[src/rtl/scratchmem_arb.sv]
// Round-robin arbiter that shares one 128-bit scratchpad port among NREQ requesters.
// Each held request becomes one single-cycle memory strobe, then the arbiter waits for the ack or a timeout.
module scratchmem_arb #(
  parameter int NREQ = 3,
  parameter int TMO  = 31
) (
  input  logic                  clk_i,
  input  logic                  rst_i,
  input  logic [NREQ-1:0]       r_cyc_i,
  input  logic [NREQ-1:0]       r_stb_i,
  input  logic [NREQ-1:0]       r_we_i,
  input  logic [NREQ*16-1:0]    r_sel_i,
  input  logic [NREQ*18-1:0]    r_adr_i,
  input  logic [NREQ*128-1:0]   r_dat_i,
  input  logic [NREQ*8-1:0]     r_tid_i,
  output logic [NREQ-1:0]       r_ack_o,
  output logic [NREQ-1:0]       r_err_o,
  output logic [127:0]          r_dat_o,
  output logic [7:0]            r_tid_o,
  output logic                  m_cs_o,
  output logic                  m_cyc_o,
  output logic                  m_stb_o,
  output logic                  m_we_o,
  output logic [2:0]            m_cti_o,
  output logic [15:0]           m_sel_o,
  output logic [17:0]           m_adr_o,
  output logic [127:0]          m_dat_o,
  output logic [7:0]            m_tid_o,
  input  logic                  m_ack_i,
  input  logic [127:0]          m_dat_i,
  input  logic [7:0]            m_tid_i,
  output logic [NREQ-1:0]       gnt_o
);

  localparam int IW = (NREQ > 1) ? $clog2(NREQ) : 1;
  localparam logic [7:0] TMO_LAST = 8'(TMO - 1);

  typedef enum logic [1:0] {
    S_IDLE  = 2'd0,
    S_ISSUE = 2'd1,
    S_WAIT  = 2'd2
  } state_t;

  state_t          r_state;
  logic [IW-1:0]   r_rr;
  logic [IW-1:0]   r_gidx;
  logic [NREQ-1:0] r_gnt;
  logic [NREQ-1:0] r_err;
  logic [7:0]      r_cnt;
  logic            r_mstb;
  logic            r_mwe;
  logic [15:0]     r_msel;
  logic [17:0]     r_madr;
  logic [127:0]    r_mdat;
  logic [7:0]      r_mtid;

  logic [NREQ-1:0] w_pend;
  logic            w_found;
  logic [IW-1:0]   w_pidx;
  logic            w_done;
  logic [15:0]     w_sel_a [NREQ];
  logic [17:0]     w_adr_a [NREQ];
  logic [127:0]    w_dat_a [NREQ];
  logic [7:0]      w_tid_a [NREQ];

  // First pending index at or above rr, wrapping; MSB of the result flags a hit.
  function automatic logic [IW:0] rr_pick(input logic [NREQ-1:0] pend, input logic [IW-1:0] rr);
    logic [IW:0] res;
    logic [IW:0] sum;
    res = '0;
    for (int k = NREQ - 1; k >= 0; k--) begin
      sum = {1'b0, rr} + (IW+1)'(k);
      if (sum >= (IW+1)'(NREQ)) sum = sum - (IW+1)'(NREQ);
      if (pend[sum[IW-1:0]]) res = {1'b1, sum[IW-1:0]};
    end
    return res;
  endfunction

  function automatic logic [IW-1:0] rr_next(input logic [IW-1:0] g);
    if (g == IW'(NREQ - 1)) return '0;
    return g + 1'b1;
  endfunction

  always_comb begin
    for (int n = 0; n < NREQ; n++) begin
      w_sel_a[n] = r_sel_i[16*n +: 16];
      w_adr_a[n] = r_adr_i[18*n +: 18];
      w_dat_a[n] = r_dat_i[128*n +: 128];
      w_tid_a[n] = r_tid_i[8*n +: 8];
    end
  end

  assign w_pend            = r_cyc_i & r_stb_i;
  assign {w_found, w_pidx} = rr_pick(w_pend, r_rr);
  // Memory acks only count while a transaction is outstanding; IDLE acks are strays.
  assign w_done            = ((r_state == S_ISSUE) || (r_state == S_WAIT)) && m_ack_i;

  always_ff @(posedge clk_i) begin
    if (rst_i) begin
      r_state <= S_IDLE;
      r_rr    <= '0;
      r_gidx  <= '0;
      r_gnt   <= '0;
      r_err   <= '0;
      r_cnt   <= '0;
      r_mstb  <= 1'b0;
      r_mwe   <= 1'b0;
      r_msel  <= '0;
      r_madr  <= '0;
      r_mdat  <= '0;
      r_mtid  <= '0;
    end else begin
      r_err  <= '0;
      r_mstb <= 1'b0;
      case (r_state)
        S_IDLE: begin
          if (w_found) begin
            r_gidx  <= w_pidx;
            r_gnt   <= NREQ'(1) << w_pidx;
            r_mwe   <= r_we_i[w_pidx];
            r_msel  <= w_sel_a[w_pidx];
            r_madr  <= w_adr_a[w_pidx];
            r_mdat  <= w_dat_a[w_pidx];
            r_mtid  <= w_tid_a[w_pidx];
            r_mstb  <= 1'b1;
            r_state <= S_ISSUE;
          end
        end
        S_ISSUE: begin
          r_cnt <= '0;
          if (m_ack_i) begin
            r_gnt   <= '0;
            r_rr    <= rr_next(r_gidx);
            r_state <= S_IDLE;
          end else begin
            r_state <= S_WAIT;
          end
        end
        S_WAIT: begin
          if (m_ack_i) begin
            r_gnt   <= '0;
            r_rr    <= rr_next(r_gidx);
            r_state <= S_IDLE;
          end else begin
            r_cnt <= r_cnt + 1'b1;
            // WAIT lasts TMO cycles; the error pulse lands as the count reaches TMO.
            if (r_cnt == TMO_LAST) begin
              r_err   <= r_gnt;
              r_gnt   <= '0;
              r_rr    <= rr_next(r_gidx);
              r_state <= S_IDLE;
            end
          end
        end
        default: r_state <= S_IDLE;
      endcase
    end
  end

  assign r_ack_o = w_done ? r_gnt : '0;
  assign r_err_o = r_err;
  assign r_dat_o = w_done ? m_dat_i : '0;
  assign r_tid_o = w_done ? m_tid_i : '0;
  assign m_cs_o  = r_mstb;
  assign m_cyc_o = r_mstb;
  assign m_stb_o = r_mstb;
  assign m_we_o  = r_mwe;
  assign m_cti_o = 3'b000;
  assign m_sel_o = r_msel;
  assign m_adr_o = r_madr;
  assign m_dat_o = r_mdat;
  assign m_tid_o = r_mtid;
  assign gnt_o   = r_gnt;

endmodule

[config.mk]
export PLATFORM = sky130hd
export DESIGN_NAME = scratchmem_arb
export DESIGN_NICKNAME = d
export VERILOG_FILES = /design/src/rtl/scratchmem_arb.sv
export SDC_FILE = /design/constraint.sdc
export NUM_CORES = 1
export LEC_CHECK = 0
export BUFFER_PORTS_ARGS = -buffer_cell sky130_fd_sc_hd__buf_2
export CAP_MARGIN = 20
export CORE_AREA = 5 5 383 385
export CTS_BUF_LIST = sky130_fd_sc_hd__clkbuf_16
export DETAILED_ROUTE_END_ITERATION = 10
export DIE_AREA = 0 0 388 390
export SLEW_MARGIN = 25
export SYNTH_ARGS = -nofsm -noshare
export SYNTH_HDL_FRONTEND = slang
export SYNTH_SLANG_ARGS = --single-unit
export TNS_END_PERCENT = 20
[constraint.sdc]
create_clock -name clk_i -period 3.9 [get_ports clk_i]
set_input_delay 0.975 -clock clk_i [delete_from_list [all_inputs] [get_ports clk_i]]
set_output_delay 0.975 -clock clk_i [all_outputs]
set_load 0.01 [all_outputs]
== Yosys cells after proc, flatten, opt, wreduce, memory -nomap -nowiden ==
Cells that the tools add are included.

* Output and inout port bits: 322
* Word-level logic and storage cells: 113
* Register bits after elaboration: 192
* Input bits: 658

* Add/subtract/negate cells: 7
* Bitwise gates (word level): 5
* $lt $le $gt $ge: 8
* Reduce and logical (&&, ||, !) cells: 12
* Shift-type cells: 1
* Equal/unequal tests: 8
* Multiplexer cells: 60

{| class="wikitable"
|+ Operators with widths
! kind !! count
|-
| $mux W128 || 3
|-
| $bmux W128 S2 || 1
|-
| $bmux W18 S2 || 1
|-
| $mux W18 || 2
|-
| $bmux W16 S2 || 1
|-
| $mux W16 || 2
|-
| $mux W8 || 4
|-
| $mux W2 || 14
|-
| $mux W3 || 8
|-
| $bmux W8 S2 || 1
|-
| $pmux W8 S2 || 1
|-
| $mux W1 || 15
|-
| $lt A2 B3 Y1 const B || 4
|-
| $pmux W3 S3 || 1
|-
| $add A8 B1 Y8 const B || 1
|-
| $bmux W1 S2 || 4
|-
| $eq A8 B5 Y1 const B || 1
|-
| $ge A3 B2 Y1 const B || 2
|-
| $ne A2 B2 Y1 const B || 3
|-
| $pmux W2 S3 || 1
|-
| $reduce_and A2 Y1 || 3
|-
| $sub A2 B2 Y2 const B || 3
|-
| $eq A2 B2 Y1 const B || 2
|-
| $pmux W2 S2 || 1
|-
| other kinds (20) || 22
|}

== Longest topological paths before layout ==
Gate-level depths: netlist of the first run.

* Depth in word-level cells: 12
* Mapped depth: 12

== Least setup slack after synthesis of the first run ==
OpenSTA, ideal clock, no wires.

* Path kind: in2out
* Start: input port m_ack_i
* End: output port r_dat_o[100]
* Data arrival time: 1911 ps
* Cell stages on the path: 4
* Slack: 1014 ps
* Path buffers: 3
* Cells stage by stage: clkbuf_1 clkbuf_1 clkbuf_1 and3_1

* Word-level cells in the longest chain between the ends: 2

{| class="wikitable"
|+ Ends and longest elaborated chain
! what !! RTL line !! text
|-
| start, declared || 29 || <nowiki>input logic m_ack_i,</nowiki>
|-
| $logic_and A1 B1 Y1 || 96 || <nowiki>assign w_done = ((r_state == S_ISSUE) || (r_state == S_WAIT)) && m_ack_i;</nowiki>
|-
| $mux W128 || 162 || <nowiki>assign r_dat_o = w_done ? m_dat_i : '0;</nowiki>
|-
| end, declared || 18 || <nowiki>output logic [127:0] r_dat_o,</nowiki>
|}

Every way passes these cells.

== Final worst setup path of the first run ==
* Start: register r_state[0]
* End: output port r_dat_o[125]

* Word-level cells in the longest chain between the ends: 4
* Elaborated cells on any way between the ends: 5
* Classes of those cells: eq/ne: 2; mux: 1; reduce/logical: 2

{| class="wikitable"
|+ Ends and longest elaborated chain
! what !! RTL line !! text
|-
| start, declared || 44 || <nowiki>state_t r_state;</nowiki>
|-
| start signal, assigned || 100 || <nowiki>r_state <= S_IDLE;</nowiki>
|-
| start signal, assigned || 126 || <nowiki>r_state <= S_ISSUE;</nowiki>
|-
| start signal, assigned || 134 || <nowiki>r_state <= S_IDLE;</nowiki>
|-
| $eq A2 B1 Y1 or $eq A2 B2 Y1 (tied branches) || 96 ||
|-
| $logic_or A1 B1 Y1 * || 96 ||
|-
| $logic_and A1 B1 Y1 * || 96 ||
|-
| $mux W128 * || 162 ||
|}

Every way passes the cells marked *; elsewhere a longest branch is shown, timed or not.

==> results of run 1 <==
==> registers in the layout, indices dropped and copies added (netlist names) <==
name	count
m_dat_o	128
m_adr_o	18
m_sel_o	16
m_tid_o	8
r_cnt	8
gnt_o	3
r_err_o	3
r_gidx	2
r_rr	2
r_state	2
m_cs_o	1
m_we_o	1
==> stage by stage <==
step | power [mW] | area, um^2
after floorplan | 4.42 | 10200
after global placement | 6.39 | 17100
after detailed placement | 6.46 | 17100
after CTS | 8.50 | 17700
after global routing | 8.86 | 17800
final | 8.32 | 17900
==> cell families (layout without fill, tap and decap cells) <==
group	after synthesis	after routing	synth area share (%)
AO/OA/AOI/OAI	370	370	25.0
AND/OR/NAND/NOR	201	201	11.9
flip-flops	192	192	37.6
multiplexers	179	179	17.5
buffers and inverters	144	1032	6.88
adder cells (fa/ha/maj)	9	9	1.10
other	1	68	0.0366
XOR/XNOR	1	1	0.0856
==> final cells by class <==
type / instances / area (um^2) / area share, %
clock buffer: 17 / 425 / 2.37
clock inverter: 15 / 188 / 1.05
multi-input combinational: 763 / 5740 / 32.1
sequential: 192 / 3840 / 21.5
inverter: 8 / 35.0 / 0.196
tap: 1903 / 2380 / 13.3
antenna: 65 / 163 / 0.908
timing repair buffer: 992 / 5130 / 28.7
==> layout by cell type (no fill, tap or decap), types with 2 or more instances in the layout <==
master,n
sky130_fd_sc_hd__nand3_1,5
sky130_fd_sc_hd__dfxtp_1,192
sky130_fd_sc_hd__or3_1,2
sky130_fd_sc_hd__o21ai_0,3
sky130_fd_sc_hd__a21oi_1,178
sky130_fd_sc_hd__and2_1,6
sky130_fd_sc_hd__diode_2,65
sky130_fd_sc_hd__o2111ai_1,3
sky130_fd_sc_hd__conb_1,3
sky130_fd_sc_hd__inv_8,4
sky130_fd_sc_hd__buf_12,10
sky130_fd_sc_hd__mux2i_1,179
sky130_fd_sc_hd__nor3_1,4
sky130_fd_sc_hd__buf_4,7
sky130_fd_sc_hd__nand2_8,2
sky130_fd_sc_hd__nor2b_1,4
sky130_fd_sc_hd__clkinv_8,7
sky130_fd_sc_hd__nand4_1,3
sky130_fd_sc_hd__and3_1,141
sky130_fd_sc_hd__buf_2,975
sky130_fd_sc_hd__nand2b_1,3
sky130_fd_sc_hd__nand3b_1,3
sky130_fd_sc_hd__o221ai_1,171
sky130_fd_sc_hd__nor2_1,11
sky130_fd_sc_hd__inv_6,2
sky130_fd_sc_hd__ha_1,8
sky130_fd_sc_hd__inv_1,7
sky130_fd_sc_hd__nand2_1,9
sky130_fd_sc_hd__or2_1,2
sky130_fd_sc_hd__clkbuf_16,17
sky130_fd_sc_hd__o211ai_1,3
==> worst max-delay path by stage <==
stage	startpoint	to	slack, ps	depth (start not counted)
after detailed placement	r_stb_i[0]	m_tid_o[6]	720	7
final	r_state[0]	r_dat_o[125]	630	5
after CTS	r_state[0]	r_dat_o[125]	560	5
after global placement	r_stb_i[0]	m_tid_o[6]	700	7
after floorplan	m_ack_i	r_dat_o[100]	1010	4
after global routing	r_state[0]	r_tid_o[0]	490	5
==> layer usage <==
metal,up-vias,share of wire [%],wire length (um),track usage [%]
li1,6152,-,-,-
met1,6721,33,36700,13.5
met2,928,45,49200,21.7
met3,319,18,20200,11.9
met4,104,3.3,3670,3.46
met5,-,0.60,660,0
==> report_power, final <==
group | switching, mW | internal (mW) | leakage, nW
registers | 0.258 | 2.41 | 1.59
logic | 2.37 | 1.31 | 7.47
clock network | 1.10 | 0.871 | 0.293
==> worst max-delay path: stages (launching register included) <==
cell,delay (ps)
sky130_fd_sc_hd__dfxtp_1,390
sky130_fd_sc_hd__inv_1,120
sky130_fd_sc_hd__ha_4,450
sky130_fd_sc_hd__buf_12,300
sky130_fd_sc_hd__and3_1,240
sky130_fd_sc_hd__buf_2,150
==> qor.json, run 1 <==
{
  "synth_ff_type": {"value": "sky130_fd_sc_hd__dfxtp_1"},
  "hold-worst-slack": {"value": 492, "unit": "ps"},
  "grt_overflow": {"value": 0},
  "grt_setup_unrepaired": {"value": "false"},
  "grt.total_usage": {"value": 13.7, "unit": "%"},
  "cts.repair_timing.setup_buffer_count": {"value": 0},
  "finish.utilization": {"value": 12.5, "unit": "%"},
  "peakVddDrop": {"value": 0.262, "unit": "mV"},
  "cells_taking_the_most_area_after_synthesis": {"value": "sky130_fd_sc_hd__dfxtp_1 38%, sky130_fd_sc_hd__mux2i_1 18%, sky130_fd_sc_hd__o221ai_1 15%, sky130_fd_sc_hd__a21oi_1 8.7%, sky130_fd_sc_hd__and3_1 8.6%"},
  "synth_cells": {"value": 1097},
  "post_cts_resized": {"value": 0},
  "dpl_worst_slack": {"value": 721, "unit": "ps"},
  "tritoncts.num_buffers": {"value": 17},
  "final_period_minus_worst_setup_slack": {"value": 3270, "unit": "ps"},
  "fin_nets": {"value": 2641},
  "vias_in_the_first_global_route": {"value": 13200},
  "min_path_cells": {"value": 2},
  "synthDistinctLibCells": {"value": 47},
  "setup_viol": {"value": 0},
  "worst-r2r-cell-count": {"value": 8},
  "synth_register_bits": {"value": 192},
  "worst_ep_required_time": {"value": 2920, "unit": "ps"},
  "yosys.area.top_type": {"value": "sky130_fd_sc_hd__dfxtp_1"},
  "report.final.slew_viol_count": {"value": 0},
  "clk_path_buf_depth": {"value": 2},
  "timing.reg2reg.setup_slack": {"value": 1030, "unit": "ps"},
  "drt-vias-per-instance": {"value": 3.60},
  "grt_max_degree": {"value": 119},
  "routed_wire_length": {"value": 110000, "unit": "um"},
  "leakage_power_total": {"value": 9.35, "unit": "nW"},
  "endpoint_kind": {"value": "output port"},
  "dp.cells": {"value": 3858},
  "synth_async_sr_flop_share": {"value": 0, "unit": "%"},
  "max_freq": {"value": 306, "unit": "MHz"},
  "total_drc_errors_in_the_routed_layout": {"value": 0},
  "dr_total_vias": {"value": 14200},
  "yosysWarnings": {"value": 0},
  "htree_levels": {"value": 4},
  "area_growth_syn_to_layout": {"value": 75.0, "unit": "%"},
  "hold_path_class": {"value": "flip-flop to flip-flop"},
  "synth.avg_cell_area": {"value": 9.33, "unit": "um^2"},
  "grt_first_pass_wirelength": {"value": 136000, "unit": "um"},
  "holdBufCountCts": {"value": 0},
  "layout_worst_path_cycle_share": {"value": 83.8, "unit": "%"},
  "clkSlewWorstSetupHoldPaths": {"value": 80, "unit": "ps"},
  "worst_r2r_startpoint": {"value": "r_rr[0]"},
  "hp-start": {"value": "r_rr[1]"},
  "drv_cap": {"value": 0},
  "routed_wire_length_per_instance": {"value": 27.9, "unit": "um"},
  "core.rowCount": {"value": 139},
  "drt_iter0_markers": {"value": 1143},
  "synth_commonest_cells": {"value": "192 x sky130_fd_sc_hd__dfxtp_1, 179 x sky130_fd_sc_hd__mux2i_1, 178 x sky130_fd_sc_hd__a21oi_1"},
  "post_layout_nonfiller_instances": {"value": 3955},
  "detailedPlacementHpwl": {"value": 96200, "unit": "um"},
  "initial_utilization": {"value": 7.17, "unit": "%"},
  "power_per_cell_area": {"value": 465, "unit": "nW/um^2"},
  "fillCellCount": {"value": 16400},
  "area_share_of_the_largest_cell_type_after_synthesis": {"value": 37.6, "unit": "%"},
  "number_of_enable_type_register_cells_in_the_synthesized_netlist": {"value": 0},
  "worst_skew_pair_later_pin_latency": {"value": 530, "unit": "ps"},
  "tightestPinTransition": {"value": 700, "unit": "ps"},
  "critical_path_class": {"value": "flip-flop to output port"},
  "antenna_found_initial": {"value": 212},
  "hold_violations": {"value": 0},
  "hold-path-endpoint": {"value": "r_rr[1]"},
  "synthMostInstantiatedCell": {"value": "sky130_fd_sc_hd__dfxtp_1"},
  "cp-start-kind": {"value": "flip-flop"},
  "yosysSeqAreaShare": {"value": 37.6, "unit": "%"},
  "critPathMaxFanout": {"value": 119},
  "gp_congestion": {"value": 0.932},
  "setup_tns": {"value": 0, "unit": "ps"},
  "outcome": {"value": "finished clean"},
  "dieHeight": {"value": 390, "unit": "um"},
  "drive_above_1_share": {"value": 52.0, "unit": "%"},
  "clock_tree.root_cell": {"value": "sky130_fd_sc_hd__clkbuf_16"},
  "die_w": {"value": 388, "unit": "um"},
  "final.setup.worst_slack": {"value": 632, "unit": "ps"},
  "critical_path_arrival": {"value": 2290, "unit": "ps"},
  "ant_nets": {"value": 0},
  "place.port_buffers": {"value": 976},
  "syn_area": {"value": 10200, "unit": "um^2"},
  "first_pass_iters": {"value": 5},
  "tritoncts": {"value": "built"},
  "max-slew-margin-rel": {"value": 53.3, "unit": "%"},
  "floorplan.die_area": {"value": 151000, "unit": "um^2"},
  "clock-skew-final": {"value": 30.7, "unit": "ps"},
  "cts.sinks": {"value": 192},
  "core_ar": {"value": 143000, "unit": "um^2"},
  "critical_path.reg2reg.endpoint": {"value": "m_tid_o[6]"},
  "boundaryPins": {"value": 980}
}
Note: power is estimated with default switching activity, not from simulation.
==> run 2, diff against run 1 <==
- CORE_AREA: 5 5 383 385 -> 5 5 376 378
- DIE_AREA: 0 0 388 390 -> 0 0 381 383
- clock period: 3.9 -> 3.02 ns (I/O delays scaled with it)
==> run 2 against run 1 <==
Net effect:
- sequential share of layout area down 0.067 points
- sequential power up 30%
- core utilization up 0.56 points
- critical endpoint is now r_dat_o[48]
- first-iteration DRC count down 6.0%
==> qor.json, run 2 (synthesis gave the netlist of run 1 again) <==
{
  "grt.total_usage": {"value": 14.3, "unit": "%", "change": "+0.58 points"},
  "outcome": {"value": "finished clean"},
  "fin_nets": {"value": 2653, "change": "+0.45%"},
  "first_pass_iters": {"value": 5, "change": "unchanged"},
  "total_drc_errors_in_the_routed_layout": {"value": 0, "change": "unchanged"},
  "max_ffs_per_register": {"value": 128, "change": "unchanged"},
  "grt_overflow": {"value": 0, "change": "unchanged"},
  "drt-vias-per-instance": {"value": 3.66, "change": "+1.7%"},
  "critical_path_arrival": {"value": 2150, "unit": "ps", "change": "-140 ps"},
  "fillCellCount": {"value": 15800, "change": "-3.9%"},
  "grt_setup_unrepaired": {"value": "false"},
  "tritoncts.num_buffers": {"value": 17, "change": "unchanged"},
  "grt_max_degree": {"value": 102, "change": "-14%"},
  "worst_skew_pair_later_pin_latency": {"value": 540, "unit": "ps", "change": "about the same"},
  "clkSlewWorstSetupHoldPaths": {"value": 120, "unit": "ps", "change": "+40 ps"},
  "dr_total_vias": {"value": 14000, "change": "-1.2%"},
  "report.final.slew_viol_count": {"value": 0, "change": "unchanged"},
  "tightestPinTransition": {"value": 626, "unit": "ps", "change": "-73.7 ps"},
  "final.setup.worst_slack": {"value": 119, "unit": "ps", "change": "-513 ps"},
  "cts.sinks": {"value": 192, "change": "unchanged"},
  "critPathMaxFanout": {"value": 83, "change": "-30%"},
  "htree_levels": {"value": 4, "change": "unchanged"},
  "tritoncts": {"value": "built"},
  "area_growth_syn_to_layout": {"value": 75.7, "unit": "%"},
  "busiest_layer": {"value": "met2"},
  "clock_tree.root_cell": {"value": "sky130_fd_sc_hd__clkbuf_16"},
  "max_freq": {"value": 345, "unit": "MHz"},
  "setup.worst_path.start": {"value": "r_state[1]"},
  "setup_viol": {"value": 0, "change": "unchanged"},
  "setup_tns": {"value": 0, "unit": "ps", "change": "unchanged"},
  "boundaryPins": {"value": 980, "change": "unchanged"},
  "layout.cells.most_common_list": {"value": "973 x sky130_fd_sc_hd__buf_2, 190 x sky130_fd_sc_hd__dfxtp_1, 179 x sky130_fd_sc_hd__mux2i_1, 178 x sky130_fd_sc_hd__a21oi_1, 171 x sky130_fd_sc_hd__o221ai_1"},
  "drv_cap": {"value": 0, "change": "unchanged"},
  "gr-usage-met1": {"value": 14.5, "unit": "%", "change": "+0.95 points"},
  "peakVddDrop": {"value": 0.328, "unit": "mV", "change": "+25%"},
  "clock-skew-final": {"value": 32.1, "unit": "ps", "change": "+1.45 ps"},
  "dpl_worst_slack": {"value": 219, "unit": "ps", "change": "-501 ps"},
  "routed_wire_length_per_instance": {"value": 28.8, "unit": "um", "change": "+3.0%"},
  "max-slew-margin-rel": {"value": 58.2, "unit": "%", "change": "+4.9 points"},
  "hp-start": {"value": "r_dat_i[199]"},
  "drt_iter0_markers": {"value": 1074, "change": "-6.0%"},
  "critical_path_class": {"value": "flip-flop to output port"},
  "drive_above_1_share": {"value": 52.5, "unit": "%", "change": "+0.54 points"},
  "dp.cells": {"value": 3760, "change": "-2.5%"},
  "totalPowerFinal": {"value": 11.2, "unit": "mW", "change": "+35%"},
  "hold_path_class": {"value": "input pin to flip-flop"},
  "grt_first_pass_wirelength": {"value": 138000, "unit": "um", "change": "+0.89%"},
  "hold_violations": {"value": 0, "change": "unchanged"},
  "worst_ep_required_time": {"value": 2260, "unit": "ps", "change": "-660 ps"},
  "antenna_found_initial": {"value": 149, "change": "-30%"},
  "post_layout_nonfiller_instances": {"value": 3839, "change": "-2.9%"},
  "place.port_buffers": {"value": 976, "change": "unchanged"},
  "core_ar": {"value": 137000, "unit": "um^2", "change": "-3.9%"},
  "timing.reg2reg.setup_slack": {"value": 230, "unit": "ps", "change": "-800 ps"},
  "layout_worst_path_cycle_share": {"value": 96.1, "unit": "%"},
  "power_per_cell_area": {"value": 625, "unit": "nW/um^2", "change": "+35%"},
  "final_period_minus_worst_setup_slack": {"value": 2900, "unit": "ps"},
  "die_w": {"value": 381, "unit": "um", "change": "-1.8%"},
  "leakage_power_total": {"value": 9.47, "unit": "nW", "change": "+1.3%"},
  "vias_in_the_first_global_route": {"value": 13400, "change": "+1.7%"},
  "ant_nets": {"value": 0, "change": "unchanged"},
  "final_common_cell": {"value": "sky130_fd_sc_hd__buf_2"},
  "grt_use_met2": {"value": 23.2, "unit": "%", "change": "+1.5 points"},
  "core.rowCount": {"value": 136, "change": "-2.2%"},
  "endpoint_kind": {"value": "output port"},
  "gp_congestion": {"value": 0.942, "change": "+1.1%"},
  "detailedPlacementHpwl": {"value": 97500, "unit": "um", "change": "+1.3%"},
  "cp-start-kind": {"value": "flip-flop"},
  "dieHeight": {"value": 383, "unit": "um", "change": "-1.8%"},
  "initial_utilization": {"value": 7.46, "unit": "%", "change": "+0.29 points"},
  "routed_wire_length": {"value": 110000, "unit": "um", "change": "about the same"},
  "grt_util_met3": {"value": 10.3, "unit": "%", "change": "-1.6 points"},
  "worst_r2r_startpoint": {"value": "r_rr[0]"},
  "clk_path_buf_depth": {"value": 2, "change": "unchanged"},
  "floorplan.die_area": {"value": 146000, "unit": "um^2", "change": "-3.6%"}
}
==> run 2: changes by cell type in the layout (fill, tap and decap cells not counted), sizes merged <==
cell	before	now
diode	65	46
buf	992	1002
inv	13	19
clkinv	9	4
clkbuf	17	19
clkinvlp	1	0
==> run 2: power breakdown <==
| group | total [mW] | internal [mW] | switching (mW) |
|---|---|---|---|
| Combinational | 5.00 | 1.78 | 3.21 |
| Sequential | 3.48 | 3.11 | 0.369 |
| Clock | 2.76 | 1.21 | 1.56 |
| Total | 11.2 | 6.10 | 5.14 |
==> run 2: layout make-up <==
class                      count  area (um^2)  share of cell area, %
tap                         1794         2240                   12.5
inverter                       8         37.5                  0.209
multi-input combinational    763         5750                   32.0
antenna                       46          115                  0.640
timing repair buffer        1004         5310                   29.5
sequential                   192         3850                   21.4
clock buffer                  17          425                   2.37
clock inverter                15          246                   1.37
==> run 2: worst max-delay path, cell delays in order (launching register included) <==
cell and delay (ps):
sky130_fd_sc_hd__dfxtp_2 370, sky130_fd_sc_hd__inv_1 100, sky130_fd_sc_hd__ha_4 400, sky130_fd_sc_hd__buf_16 230, sky130_fd_sc_hd__and3_1 260, sky130_fd_sc_hd__buf_2 150
==> run 2: routing by layer <==
| metal | vias up | share of wire, % |
|---|---|---|
| li1 | 6154 | - |
| met1 | 6637 | 34 |
| met2 | 972 | 46 |
| met3 | 216 | 16 |
| met4 | 68 | 3.8 |
| met5 | - | 0.40 |
==> run 2: timing repair <==
action / in CTS / in global routing
endpoints found under the setup margin: 8 / 9
hold buffers: 0 / 0
gates resized for setup: 1 / 6
setup buffers: 1 / 0
pin swaps: 1 / 1
==> run 2: final timing paths <==
check                 to  depth (start not counted)
max          r_dat_o[48]                          5
min          m_dat_o[71]                          3
max reg2reg   m_dat_o[4]                          8
min reg2reg      r_rr[1]                          2
==> run 2: stage by stage <==
step,hold WS [ps],instance area (um^2),utilization [%]
4_1_cts,430,17800,13.0
6_report,491,18000,13.1
2_1_floorplan,458,10200,-
3_5_place_dp,495,17200,12.5
3_3_place_gp,468,17200,12.5
5_1_grt,470,17900,13.0
==> run 3, diff against run 2 <==
- MAX_ROUTING_LAYER: not set -> met4
- clock period: 3.02 -> 3 ns (I/O delays scaled with it)
==> run 3 against run 2 <==
Net effect:
- sequential power hardly changed
- sequential cell count did not move
- count of clock-buffer cells in the layout unchanged
- register-to-register slack gained 90 ps
- highest routed layer is now met4
- final cell count grew 0.99%
- clock power is 1% higher
==> qor.json, run 3 (synthesis gave the netlist of run 1 again) <==
{
  "initial_utilization": {"value": 7.46, "unit": "%", "change": "unchanged"},
  "drt_iter0_markers": {"value": 1121, "change": "+4.4%"},
  "dr_total_vias": {"value": 14000, "change": "-0.014%"},
  "critical_path_class": {"value": "flip-flop to output port"},
  "routed_wire_length_per_instance": {"value": 28.5, "unit": "um", "change": "-0.89%"},
  "vias_in_the_first_global_route": {"value": 13400, "change": "-0.19%"},
  "grt_max_degree": {"value": 102, "change": "unchanged"},
  "setup_tns": {"value": 0, "unit": "ps", "change": "unchanged"},
  "grt.total_usage": {"value": 14.8, "unit": "%", "change": "+0.44 points"},
  "power_per_cell_area": {"value": 626, "unit": "nW/um^2", "change": "about the same"},
  "hold_violations": {"value": 0, "change": "unchanged"},
  "core.rowCount": {"value": 136, "change": "unchanged"},
  "cp-start-kind": {"value": "flip-flop"},
  "layout.cells.most_common_list": {"value": "975 x sky130_fd_sc_hd__buf_2, 190 x sky130_fd_sc_hd__dfxtp_1, 179 x sky130_fd_sc_hd__mux2i_1, 178 x sky130_fd_sc_hd__a21oi_1, 171 x sky130_fd_sc_hd__o221ai_1"},
  "final_period_minus_worst_setup_slack": {"value": 2860, "unit": "ps"},
  "detailedPlacementHpwl": {"value": 97000, "unit": "um", "change": "-0.50%"},
  "area_growth_syn_to_layout": {"value": 77.2, "unit": "%"},
  "drive_above_1_share": {"value": 52.7, "unit": "%", "change": "+0.19 points"},
  "endpoint_kind": {"value": "output port"},
  "min_path_cells": {"value": 3, "change": "unchanged"},
  "clk_path_buf_depth": {"value": 2, "change": "unchanged"},
  "routed_wire_length": {"value": 111000, "unit": "um", "change": "about the same"},
  "hp-start": {"value": "r_dat_i[217]"},
  "place.port_buffers": {"value": 976, "change": "unchanged"},
  "clock-skew-final": {"value": 30.8, "unit": "ps", "change": "-1.39 ps"},
  "peakVddDrop": {"value": 0.342, "unit": "mV", "change": "+4.3%"},
  "tritoncts.num_buffers": {"value": 17, "change": "unchanged"},
  "boundaryPins": {"value": 980, "change": "unchanged"},
  "holdBufCountCts": {"value": 0, "change": "unchanged"},
  "cpMaxStageDelayCell": {"value": "sky130_fd_sc_hd__dfxtp_2"},
  "finish.utilization": {"value": 13.2, "unit": "%", "change": "+0.12 points"},
  "max_ffs_per_register": {"value": 128, "change": "unchanged"},
  "leakage_power_total": {"value": 9.52, "unit": "nW", "change": "+0.50%"},
  "floorplan.die_area": {"value": 146000, "unit": "um^2", "change": "unchanged"},
  "worst_ep_required_time": {"value": 2250, "unit": "ps", "change": "about the same"},
  "max_freq": {"value": 350, "unit": "MHz"},
  "antenna_found_initial": {"value": 146, "change": "-2.0%"},
  "fin_nets": {"value": 2661, "change": "+0.30%"},
  "hold-worst-slack": {"value": 481, "unit": "ps", "change": "-10.0 ps"},
  "drv_cap": {"value": 0, "change": "unchanged"},
  "tightestPinTransition": {"value": 565, "unit": "ps", "change": "-61.7 ps"},
  "worst_r2r_startpoint": {"value": "r_rr[0]"},
  "dieHeight": {"value": 383, "unit": "um", "change": "unchanged"},
  "clkSlewWorstSetupHoldPaths": {"value": 120, "unit": "ps", "change": "about the same"},
  "worst_skew_pair_later_pin_latency": {"value": 540, "unit": "ps", "change": "about the same"},
  "drt-vias-per-instance": {"value": 3.62, "change": "-0.99%"},
  "core_ar": {"value": 137000, "unit": "um^2", "change": "unchanged"},
  "grt_first_pass_wirelength": {"value": 138000, "unit": "um", "change": "+0.27%"},
  "outcome": {"value": "finished clean"},
  "htree_levels": {"value": 4, "change": "unchanged"},
  "critical_path.reg2reg.endpoint": {"value": "m_dat_o[24]"},
  "hold_path_class": {"value": "input pin to flip-flop"},
  "clock_tree.root_cell": {"value": "sky130_fd_sc_hd__clkbuf_16"},
  "tritoncts": {"value": "built"},
  "hold-path-endpoint": {"value": "m_dat_o[89]"},
  "largest_stage_delay_on_the_critical_path": {"value": 370, "unit": "ps", "change": "-30 ps"},
  "layout_worst_path_cycle_share": {"value": 95.3, "unit": "%"},
  "grt_overflow": {"value": 0, "change": "unchanged"},
  "report.final.slew_viol_count": {"value": 0, "change": "unchanged"},
  "grt_setup_unrepaired": {"value": "false"},
  "max-slew-margin-rel": {"value": 62.3, "unit": "%", "change": "+4.1 points"},
  "ant_nets": {"value": 0, "change": "unchanged"},
  "die_w": {"value": 381, "unit": "um", "change": "unchanged"},
  "worst-r2r-cell-count": {"value": 8, "change": "unchanged"},
  "final_common_cell": {"value": "sky130_fd_sc_hd__buf_2"},
  "setup_viol": {"value": 0, "change": "unchanged"},
  "cp_cell_sequence": {"value": "inv_1 > ha_4 > buf_16 > and3_1 > buf_2"},
  "total_drc_errors_in_the_routed_layout": {"value": 0, "change": "unchanged"},
  "critPathMaxFanout": {"value": 88, "change": "+6.0%"},
  "cts.sinks": {"value": 192, "change": "unchanged"},
  "first_pass_iters": {"value": 7, "change": "+2"},
  "gp_congestion": {"value": 0.961, "change": "+2.0%"},
  "critical_path_arrival": {"value": 2110, "unit": "ps", "change": "-40 ps"},
  "timing.reg2reg.setup_slack": {"value": 320, "unit": "ps", "change": "+90 ps"}
}
## run 3: cell types whose count changed in the layout (fill, tap and decap cells not counted)
cell                       before  now
sky130_fd_sc_hd__diode_2       46   76
sky130_fd_sc_hd__buf_12        15   17
sky130_fd_sc_hd__buf_4         13   18
sky130_fd_sc_hd__inv_16         4    3
sky130_fd_sc_hd__buf_2        973  975
sky130_fd_sc_hd__buf_8          0    1
sky130_fd_sc_hd__clkinv_8       4    5
sky130_fd_sc_hd__clkbuf_4       2    0
## run 3: where the power goes
part | switching (mW) | internal (mW)
logic | 3.22 | 1.84
registers | 0.365 | 3.13
clock network | 1.59 | 1.21
total | 5.18 | 6.18
## run 3: routing by layer
metal,up-vias,routed length (um),GRT usage (%)
met5,-,0,-
met4,0,3590,4.40
met2,926,51100,23.2
met1,6748,38700,15.0
li1,6224,-,-
met3,147,17200,9.66
## run 3: worst max path at each step
stage	from	end	cells after the start
final	r_state[0]	r_dat_o[74]	5
after global routing	r_state[0]	r_dat_o[82]	6
after CTS	r_state[0]	r_tid_o[0]	5
after detailed placement	r_cyc_i[0]	m_dat_o[24]	7
after global placement	r_cyc_i[2]	m_dat_o[115]	7
after floorplan	m_ack_i	r_dat_o[100]	4
## run 3: critical path, delay by kind of cell (launching register included)
family	cells	cell delay (ps)
AND/OR/NAND/NOR	1	260
buffers and inverters	3	520
adder cells (fa/ha/maj)	1	360
flip-flops	1	370
## run 3: per-stage QoR
stage	setup WS, ps	power [mW]	cells	instance area (um^2)
floorplan	564	5.75	1099	10200
global placement	391	8.56	3764	17200
detailed placement	352	8.63	3764	17200
CTS	20.4	11.6	3801	17900
global route	46.6	12.0	3871	18100
finish	140	11.4	3877	18100
## run 3: timing repair
item / CTS / global route
setup endpoints to repair: 102 / 7
gates cloned: 0 / 0
gates resized for setup: 1 / 4
setup buffers: 5 / 0
pin swaps: 1 / 1
## run 3: final cells by class
class,count,area [um^2]
fill,15800,119000
clock inverter,15,243
multi-input combinational,763,5750
antenna,76,190
tap,1794,2240
timing repair buffer,1012,5400
inverter,8,37.5
sequential,192,3850
clock buffer,17,425
